==> src/rtl/ddr_rd_arbiter.sv <==
// ddr_rd_arbiter: round-robin arbiter sharing one DDR read port between REQ_NUM requesters,
// with a watchdog that forces release of a transfer that never completes.
module ddr_rd_arbiter #(
   parameter int REQ_NUM       = 3,
   parameter int ADDR_WIDTH    = 30,
   parameter int DATA_NUM_BITS = 16,
   parameter int TIMEOUT_CYC   = 65535,
   parameter int GID_W         = 2
) (
   input  logic                             clk_i,
   input  logic                             rst_i,
   input  logic                             init_calib_complete_i,
   input  logic [REQ_NUM-1:0]               req_i,
   output logic [REQ_NUM-1:0]               ack_o,
   input  logic [REQ_NUM-1:0]               req_rd_en_i,
   input  logic [REQ_NUM*DATA_NUM_BITS-1:0] req_burst_num_i,
   input  logic [REQ_NUM*ADDR_WIDTH-1:0]    req_start_addr_i,
   output logic [REQ_NUM-1:0]               done_o,
   output logic                             ddr_rd_en_o,
   output logic [DATA_NUM_BITS-1:0]         ddr_burst_num_o,
   output logic [ADDR_WIDTH-1:0]            ddr_start_addr_o,
   input  logic                             ddr_rd_done_i,
   output logic [GID_W-1:0]                 grant_id_o,
   output logic                             busy_o,
   output logic                             err_o
);
   typedef enum logic [1:0] {IDLE, ACK, XFER, RELEASE} state_t;
   state_t           state_q, state_d;
   logic [GID_W-1:0] grant_q, grant_d, last_q, last_d, winner;
   logic [19:0]      wdog_q, wdog_d;
   logic             err_q, err_d, found, xfer;
   // Descending scan so the smallest rotation offset from last_q wins.
   always_comb begin
      winner = '0;
      found  = 1'b0;
      for (int i = REQ_NUM; i >= 1; i--) begin
         if (req_i[(int'(last_q) + i) % REQ_NUM]) begin
            winner = GID_W'((int'(last_q) + i) % REQ_NUM);
            found  = 1'b1;
         end
      end
   end
   always_comb begin
      state_d = state_q;
      grant_d = grant_q;
      last_d  = last_q;
      wdog_d  = wdog_q;
      err_d   = err_q;
      case (state_q)
         IDLE: if (init_calib_complete_i && found) begin
            grant_d = winner;
            state_d = ACK;
         end
         ACK: begin
            wdog_d  = '0;
            state_d = XFER;
         end
         XFER: begin
            wdog_d = wdog_q + 20'd1;
            if (ddr_rd_done_i) begin
               last_d  = grant_q;
               state_d = RELEASE;
            end else if (wdog_q == 20'(TIMEOUT_CYC - 1)) begin
               err_d   = 1'b1;
               last_d  = grant_q;
               state_d = RELEASE;
            end
         end
         default: state_d = IDLE;
      endcase
   end
   always_ff @(posedge clk_i or posedge rst_i) begin
      if (rst_i) begin
         state_q <= IDLE;
         grant_q <= '0;
         last_q  <= GID_W'(REQ_NUM - 1);
         wdog_q  <= '0;
         err_q   <= 1'b0;
      end else begin
         state_q <= state_d;
         grant_q <= grant_d;
         last_q  <= last_d;
         wdog_q  <= wdog_d;
         err_q   <= err_d;
      end
   end
   assign xfer             = state_q == XFER;
   assign ack_o            = state_q == ACK ? REQ_NUM'(1) << grant_q : '0;
   assign done_o           = xfer && ddr_rd_done_i ? REQ_NUM'(1) << grant_q : '0;
   assign ddr_rd_en_o      = xfer & req_rd_en_i[grant_q];
   assign ddr_burst_num_o  = xfer ? req_burst_num_i[int'(grant_q)*DATA_NUM_BITS +: DATA_NUM_BITS] : '0;
   assign ddr_start_addr_o = xfer ? req_start_addr_i[int'(grant_q)*ADDR_WIDTH +: ADDR_WIDTH] : '0;
   assign grant_id_o       = grant_q;
   assign busy_o           = state_q != IDLE;
   assign err_o            = err_q;
endmodule

==> config.mk <==
export PLATFORM = sky130hd
export DESIGN_NAME = ddr_rd_arbiter
export DESIGN_NICKNAME = d
export VERILOG_FILES = /design/src/rtl/ddr_rd_arbiter.sv
export SDC_FILE = /design/constraint.sdc
export NUM_CORES = 1
export LEC_CHECK = 0
export CORE_MARGIN = 10
export CORE_UTILIZATION = 35
export CTS_CLUSTER_DIAMETER = 150
export DETAILED_ROUTE_END_ITERATION = 16
export PLACE_DENSITY = 0.9
export SLEW_MARGIN = 40
export SYNTH_ARGS = -nofsm -noshare
export SYNTH_HDL_FRONTEND = slang
export SYNTH_SLANG_ARGS = --single-unit
==> constraint.sdc <==
create_clock -name clk_i -period 2.2 [get_ports clk_i]
set_input_delay 0.22 -clock clk_i [delete_from_list [all_inputs] [get_ports clk_i]]
set_output_delay 0.22 -clock clk_i [all_outputs]
set_load 0.005 [all_outputs]
## Word-level counts from Yosys, hierarchy flattened

Cells that the tools add are included.

- $add $sub $neg: 4
- Multiply operators: 1
- Divide/modulo/power cells: 3
- Magnitude comparators: 4
- Equality and inequality tests: 5
- Shifts and indexed selects: 3
- Muxes and demuxes: 28
- Bitwise gates (word level): 2
- Reduce and logical (&&, ||, !) cells: 10

Operators by type and width:

| cell | count |
|---|---|
| $lt 32x4->1 const B | 3 |
| $mod 32x3->32 const B | 3 |
| $shiftx 90x8->30 | 1 |
| $shiftx 48x7->16 | 1 |
| $pmux 20 s2 | 1 |
| $mux 30 | 1 |
| $add 20x1->20 const B | 1 |
| $eq 20x16->1 const B | 1 |
| $mux 16 | 1 |
| $mux 2 | 8 |
| $mux 1 | 10 |
| $bmux 1 s2 | 4 |
| $add 2x2->3 const B | 2 |
| $mul 2x4->6 const B | 1 |
| $mux 3 | 2 |
| $pmux 2 s3 | 1 |
| $reduce_and 2->1 | 3 |
| $reduce_bool 2->1 | 3 |
| $add 2x1->3 const B | 1 |
| $lt 2x3->1 const B | 1 |
| $ne 3x2->1 const B | 1 |
| $reduce_and 3->1 | 1 |
| $shl 1x2->3 const A | 1 |
| $eq 2x1->1 const B | 1 |
| other kinds (6) | 7 |

- Bits in registers: 27
- Output and inout bits: 57
- Logic and storage cells: 65

## Logic depth before layout (Yosys ltp)

Gate-level depths: netlist (run 1).

- Depth after elaboration: 11
- Mapped depth: 7
- Gate-level depth less buffers: 7

## Worst setup path before layout (run 1)

No wires, ideal clock.

- Path kind: reg2reg
- From: register last_q[1]
- To: register state_q[1]
- Library setup time: 128 ps
- Arrival: 1,924 ps
- Required time: 2,072 ps
- Path slack: 148 ps
- Cell stages (with the launch flop): 8
- Path buffers: 0
- Period minus slack after synthesis: 2,052 ps
- Cells stage by stage: dfstp_2 -> inv_1 -> ha_1 -> a21bo_2 -> a32oi_1 -> a221oi_4 -> a211oi_2 -> mux2_1

- Word-level cells in the longest chain between the ends: 11
- Elaborated cells between the ends (all ways): 21

Ends and longest elaborated chain:

| what | RTL line | source |
|---|---|---|
| start, declared | 29 | `logic [GID_W-1:0] grant_q, grant_d, last_q, last_d, winner;` |
| start signal, assigned | 76 | `last_q <= GID_W'(REQ_NUM - 1);` |
| start signal, assigned | 82 | `last_q <= last_d;` |
| $add 2x2->3 | 37 | `if (req_i[(int'(last_q) + i) % REQ_NUM]) begin` |
| $mod 32x3->32 | 37 |  |
| $bmux 1 s2 | 37 |  |
| $mux 1 (not written as such) (2 in a row) | 37 |  |
| $mux 1 (2 in a row) | 37 |  |
| $mux 1 * | 37 |  |
| $logic_and 1x1->1 * | 50 | `IDLE: if (init_calib_complete_i && found) begin` |
| $ne 2x2->1 (no line) * | - |  |
| $reduce_and 2->1 (no line) * | - |  |
| end signal, assigned | 80 | `state_q <= state_d;` |
| end, declared | 28 | `state_t state_q, state_d;` |

Mark *: on every way between the ends. The rest lies on a longest branch, timed or not. The select of a mux whose other input is x is not followed.
A chain may end at the register's enable or synchronous reset.

## Final worst setup path (run 1)

- From: register state_q[0]
- To: output port ddr_burst_num_o[9]

- Word-level cells in the longest chain between the ends: 2

Ends and longest elaborated chain:

| what | RTL line | source |
|---|---|---|
| $eq 2x2->1 | 87 | `assign xfer = state_q == XFER;` |
| $mux 16 | 91 | `assign ddr_burst_num_o = xfer ? req_burst_num_i[int'(grant_q)*DATA_NUM_BITS +: DATA_NUM_BITS] : '0;` |
| end, declared | 20 | `output logic [DATA_NUM_BITS-1:0] ddr_burst_num_o,` |

Every way passes these cells.

==> summary.md, run 1 <==
| Metric | Value |
|---|---|
| Status | `complete, but fails checks` |
| Failing checks | `setup timing` |
| # setup viols final | `1` |
| Post-synthesis mux area share | `18.4%` |
| Critical path depth | `6` |
| Synthesized flop and latch total | `27` |
| CTS tree | `done` |
| Syn avg cell area | `~7.3 sq um` |
| Worst Tran Pin Value | `a little over 0.4 ns` |
| Clock-pin transition on the worst setup and hold timing paths | `0.10 ns` |
| DRT antenna net count | `0` |
| Slowest-stage cell, CP | `clkdlybuf4s50_1` |
| DRT iter0 DRCs | `roughly 200` |
| WL per Instance | `20.1 microns` |
| Clock latency on the worst-skew pair | `0.29 ns` |
| Slew margin rel. | `roughly 73%` |
| XOR/XNOR Fraction of Synth Area | `4.70%` |
| Syn Nets | `between 500 and 600` |
| Antenna violations before repair | `0` |
| Die area | `0.0120 sq mm` |
| CP required | `1.98 ns` |
| CTS Buffer Depth | `2` |
| DP Wirelength | `10400 microns` |
| Synth Area in Compound Gates | `between 10% and 20%` |
| Peak supply drop | `0.836 mV` |
| Die Y | `between 100 and 150 microns` |
| Commonest non-fill, non-tap cell in the layout | `clkdlybuf4s50_1` |
| I/O Buffers | `204` |
| Width of the die | `109 microns` |
| Drt total wl | `about 14000 microns` |
| Io pins | `205` |
| Pwr dens | `1000 mW/mm^2` |
| Commonest non-fill, non-tap cells in the layout | `clkdlybuf4s50_1 (165), nor2_1 (108), a21oi_1 (49), mux2i_1 (45), dlymetal6s2s_1 (34)` |
| Critical-path cell list | `inv_2, ha_2, inv_1, buf_6, nor2_1, clkdlybuf4s50_1` |
| Vias in the first global route | `3342` |
| CP peak stage delay | `0.55 ns` |
| Fmax | `0.448 GHz` |
| Total GRT Usage | `19.0%` |
| Synth cell types | `42` |
| Grt ovf | `0` |
| R2R Setup Slk | `0.06 ns` |
| Layout cell share with drive strength beyond 1 | `around 9.1%` |
| Critical path's top delay family | `buffers and inverters` |
| H-tree depth | `1` |
| Synth top area share | `between 20% and 30%` |
| TritonCTS Sinks | `27` |
| Crit Path Max Fanout | `24` |
| Design area | `0.00540 sq mm` |
| Final min period | `2.23 ns` |
| Top cells by area, synth | `dfrtp_1 (23%), mux2i_1 (17%), nor2_1 (15%), a21oi_1 (8.8%), ha_1 (4.0%)` |
| 1st-pass router iterations | `5` |
| Drt drc | `0` |
| Worst Skew | `0.00180 ns` |
| Placed cell area | `0.00501 sq mm` |
| Leakage | `between 2 and 3 nW` |
| Post-synthesis sequential area ratio | `24.2%` |
| Total negative slack | `-0.0329 ns` |
| Final Hold Fails | `0` |
| Fin crit share | `101%` |
| Type of the worst setup path | `flop to output port` |
| Crit path launch type | `flop` |
| Post-synth EDFFs | `0` |
| Largest family of logic cells by synthesized area | `simple AND/OR/NAND/NOR gates` |
| CP Data Arrival Time | `2.01 ns` |
| Top cell type by total area after synthesis | `dfrtp_1` |
| Final net count | `750` |
| HP Class | `input port to asynchronous set/reset pin` |
| Via Count | `approximately 3700` |
| Cell Area, Synth | `0.00280 sq mm` |
| ANT cells | `0` |
| Hold slack | `0.282 ns` |
| Worst slack at placement | `between 0.01 and 0.015 ns` |
| Max-slew violations | `0` |
| Number of cell rows | `32` |
| YS warnings | `0` |
| Post-Synth Simple-Gate Area | `27.6%` |
| Root buf cell | `clkbuf_8` |
| Worst Path Buf+Inv | `4` |
| Post-Synth Adder-Cell Area | `4.03%` |
| Setup WS post-layout | `-0.0329 ns` |
| Dominant synthesized flop cell | `dfrtp_1` |
| Initial Util | `36.0%` |
| FF-to-FF Start | `last_q[1]` |
| Gpl congestion | `0.888` |
| Core footprint | `0.00777 sq mm` |
| Overall power | `5.41 mW` |
| Max Cap Viol | `0` |
| Reg-to-reg endpoint | `state_q[1]` |
| Crit. End Element | `output port` |
| P&R area growth vs syn | `93.0%` |
| Unrepaired setup endpoints after global routing | `true` |
| Largest net degree at the start of global routing | `38` |
| CTS buffer count | `3` |
| Mapped Cells | `382` |
| First-pass GRT wire length | `18500 microns` |
| Number of vias per cell | `~5.3` |
| Post-synthesis async set-or-reset flop share | `100%` |
| Cells on worst reg2reg path | `7` |
==> kinds of logic (layout without fill, tap and decap cells) <==
logic type,Yosys count,after routing
flops,27,27
xor+xnor,15,15
compound gates,72,72
fa+ha+maj,9,9
simple gates,169,169
buf+inv,39,249
mux,51,51
==> registers in the layout (all words and copies together), names as in the netlist <==
name	count
wdog_q	20
grant_id_o	2
last_q	2
state_q	2
err_o	1
==> routing by layer <==
layer	share of wire [%]	global-route usage, %
met2	54	37.6
met3	8.1	3.34
met1	36	21.0
met5	0	0
met4	1.6	2.51
==> report_power, final <==
group          total [mW]  internal [mW]  switching [mW]
Combinational        4.43           2.28            2.16
Clock               0.310          0.134           0.176
Sequential          0.663          0.574          0.0892
Total                5.41           2.99            2.42
==> repair_timing <==
action	4_1_cts	5_1_grt
endpoints found under the setup margin	51	46
buffers inserted	1	10
gates cloned	0	4
resized for setup	7	46
hold buffers	0	0
pin swaps	0	3
==> stage by stage <==
stage	cells	utilization, %
6_report	694	69.5
5_1_grt	694	69.5
4_1_cts	680	65.3
3_5_place_dp	675	64.5
3_3_place_gp	675	64.5
2_1_floorplan	382	-
==> cell usage after synthesis, types with 5 or more instances <==
cell type	instances
a21oi_1	49
and3_1	5
buf_1	5
buf_2	7
clkbuf_1	13
dfrtp_1	26
ha_1	9
inv_1	13
mux2i_1	48
nand2_1	22
nand3_1	9
nor2_1	111
o21ai_0	8
xnor2_1	5
xor2_1	10
==> how the worst max path moves through the flow <==
stage / end / from
after CTS: ddr_start_addr_o[19] / state_q[0]
after detailed placement: state_q[1] / last_q[1]
after global placement: state_q[1] / last_q[1]
after floorplan: state_q[1] / last_q[1]
final: ddr_burst_num_o[9] / state_q[0]
after global routing: ddr_start_addr_o[15] / grant_id_o[1]
==> tightest hold or removal path: cells and delay by family <==
kind	cells	cell delay [ns]
buffers and inverters	3	0.76
==> area by class of cell <==
class                      count  area, sq um
tap                          102          128
sequential                    27          679
clock inverter                 1         8.76
inverter                      13         48.8
fill                         580         2370
clock buffer                   3         41.3
multi-input combinational    316         1990
timing repair buffer         232         2500
No activity file was read; power rests on OpenSTA's default activity.
==> run 2: changes to the inputs <==
--- a/config.mk
+++ b/config.mk
@@ -5,10 +5,13 @@
 export SDC_FILE = /design/constraint.sdc
 export NUM_CORES = 1
 export LEC_CHECK = 0
+export CAP_MARGIN = 20
+export CORE_ASPECT_RATIO = 1.2
 export CORE_MARGIN = 10
 export CORE_UTILIZATION = 35
 export CTS_CLUSTER_DIAMETER = 150
 export DETAILED_ROUTE_END_ITERATION = 16
+export MAX_ROUTING_LAYER = met4
 export PLACE_DENSITY = 0.9
 export SLEW_MARGIN = 40
 export SYNTH_ARGS = -nofsm -noshare
==> run 2 against run 1 <==
- the run now ends clean
- non-clock buffer count up 2
- clock power is 7.4% lower
- power down 1.2%
- register-to-register slack gained 0.04 ns
- worst setup slack improved by 0.062 ns
- hold slack better by 0.018 ns
- final cell count decreased by 1.2%
- clock skew about the same
- critical path depth grew 1
- highest routed layer unchanged
==> summary.md, run 2 (synthesized netlist as in run 1, its figures left out) <==
| Metric | Value |
|---|---|
| Status | `finished clean` |
| NetSw | `2.37 mW` |
| Slew margin rel. | `71.2%` |
| DRT antenna net count | `0` |
| Number of cell rows | `35` |
| Critical path's top delay family | `buffers and inverters` |
| DP Wirelength | `10400 microns` |
| Die area | `0.0120 sq mm` |
| Design area | `0.00539 sq mm` |
| Io pins | `205` |
| Combinational power share | `82.6%` |
| Crit. End Element | `output port` |
| Setup WS post-layout | `around 0.029 ns` |
| DP Cell Count | `roughly 670` |
| Clock Power Share | `between 5 and 6%` |
| CTS Hold Bufs | `0` |
| Sw frac | `between 40 and 50%` |
| Crit path launch type | `flop` |
| P&R area growth vs syn | `92.6%` |
| Largest net degree at the start of global routing | `47` |
| Worst slack at placement | `-0.0238 ns` |
| Internal power | `2.97 mW` |
| Placed cell area | `0.00502 sq mm` |
| Fin crit share | `a little over nine tenths` |
| Slowest-stage cell, CP | `dfrtp_2` |
| Total GRT Usage | `between 20% and 30%` |
| WL per Instance | `19.6 microns` |
| Worst Path Buf+Inv | `3` |
| Unrepaired setup endpoints after global routing | `true` |
| Antenna violations before repair | `0` |
| Clock-pin transition on the worst setup and hold timing paths | `~0.09 ns` |
| Commonest non-fill, non-tap cells in the layout | `clkdlybuf4s50_1 (165), nor2_1 (110), mux2i_1 (47), a21oi_1 (46), dlymetal6s2s_1 (37)` |
| CTS tree | `done` |
| Worst Tran Pin Value | `0.429 ns` |
| Pwr dens | `991 mW/mm^2` |
| Cells on worst reg2reg path | `7` |
| Die Y | `118 microns` |
| Max-slew violations | `0` |
| Crit-path most repeated cell | `nor2_1` |
| Critical path depth | `7` |
| Largest register FFs | `20` |
| CP Data Arrival Time | `a little under 2 ns` |
| Fmax | `roughly 0.46 GHz` |
| Worst Skew | `0.00159 ns` |
| Final net count | `752` |
| Crit Path Max Fanout | `11` |
| Grt ovf | `0` |
| Final Hold Fails | `0` |
| CP required | `1.98 ns` |
| Final Util | `69.5%` |
| Vias in the first global route | `3630` |
| Total negative slack | `0 ns` |
| Reg power frac | `a little under an eighth` |
| Peak supply drop | `0.841 mV` |
| Commonest non-fill, non-tap cell in the layout | `clkdlybuf4s50_1` |
| Max Cap Viol | `0` |
| Width of the die | `102 microns` |
| CTS buffer count | `3` |
| CP peak stage delay | `around 0.45 ns` |
| Core footprint | `0.00775 sq mm` |
| Final min period | `2.17 ns` |
| H-tree depth | `1` |
| 1st-pass router iterations | `6` |
| # setup viols final | `0` |
| I/O Buffers | `204` |
| Most flop-heavy register | `wdog_q` |
| CTS Buffer Depth | `2` |
| TritonCTS Sinks | `27` |
| Drt total wl | `13500 microns` |
| ANT cells | `0` |
| HP Class | `input port to asynchronous set/reset pin` |
| Layout cell share with drive strength beyond 1 | `under 10%` |
| Clock latency on the worst-skew pair | `0.28 ns` |
| Leakage | `2.78 nW` |
| Type of the worst setup path | `flop to output port` |
| First-pass GRT wire length | `19700 microns` |
| Number of vias per cell | `5.25` |
| DRT iter0 DRCs | `between 150 and 200` |
| Non-filler cells, final | `slightly below 700` |
| Drt drc | `0` |
| Via Count | `3600` |
| Root buf cell | `clkbuf_8` |
| Critical-path cell list | `buf_4, buf_16, mux2i_1, nor2_1, a21oi_1, nor2_1, clkdlybuf4s50_1` |
| Initial Util | `between 30% and 40%` |
| Gpl congestion | `0.829` |
run 2: power groups by stage:
| stage | sequential (mW) | clock (mW) | combinational (mW) |
|---|---|---|---|
| 6_report | 0.642 | 0.287 | 4.41 |
| 3_5_place_dp | 0.679 | 0 | 3.95 |
| 5_1_grt | 0.650 | 0.314 | 4.79 |
| 2_1_floorplan | 0.626 | 0 | 2.13 |
| 4_1_cts | 0.640 | 0.291 | 4.16 |
| 3_3_place_gp | 0.673 | 0 | 3.82 |
run 2: layout make-up:
type / count / area (sq um)
timing repair buffer: 234 / 2500
fill: 557 / 2360
multi-input combinational: 316 / 1990
sequential: 27 / 679
tap: 92 / 115
inverter: 13 / 48.8
clock buffer: 4 / 45.0
run 2: repair_timing:
action / CTS / global route
setup buffers: 5 / 5
pin swaps: 0 / 7
endpoints found under the setup margin: 48 / 47
resized for setup: 4 / 48
cloned: 1 / 4
run 2: final timing paths:
check                              start             endpoint  slack, ns
setup / recovery           grant_id_o[1]  ddr_burst_num_o[11]       0.03
hold / removal                     rst_i           wdog_q[10]       0.30
setup reg to reg               last_q[1]           state_q[1]       0.10
hold reg to reg                    err_o                err_o       0.48
max in group asynchronous          rst_i            last_q[1]       1.60
min in group clk_i                 err_o                err_o       0.48
run 2: stage by stage:
stage / hold WS [ns] / power (mW)
floorplan: 0.272 / 2.76
detailed placement: 0.459 / 4.63
global placement: 0.453 / 4.49
global route: 0.315 / 5.76
CTS: 0.307 / 5.09
finish: 0.299 / 5.34
run 2: routing by layer:
| layer | routed length, microns | share of wire (%) | track usage, % | vias to the layer above |
|---|---|---|---|---|
| li1 | - | - | - | 1725 |
| met1 | 4800 | 36 | 21.4 | 1680 |
| met2 | 7250 | 54 | 38.6 | 173 |
| met3 | 1160 | 8.6 | 4.11 | 22 |
| met4 | 274 | 2.0 | 4.03 | 0 |
| met5 | 0 | 0 | - | - |
run 2: worst min-delay path, delay by kind of cell:
family | cells | cell delay (ns)
buf+inv | 3 | 0.77
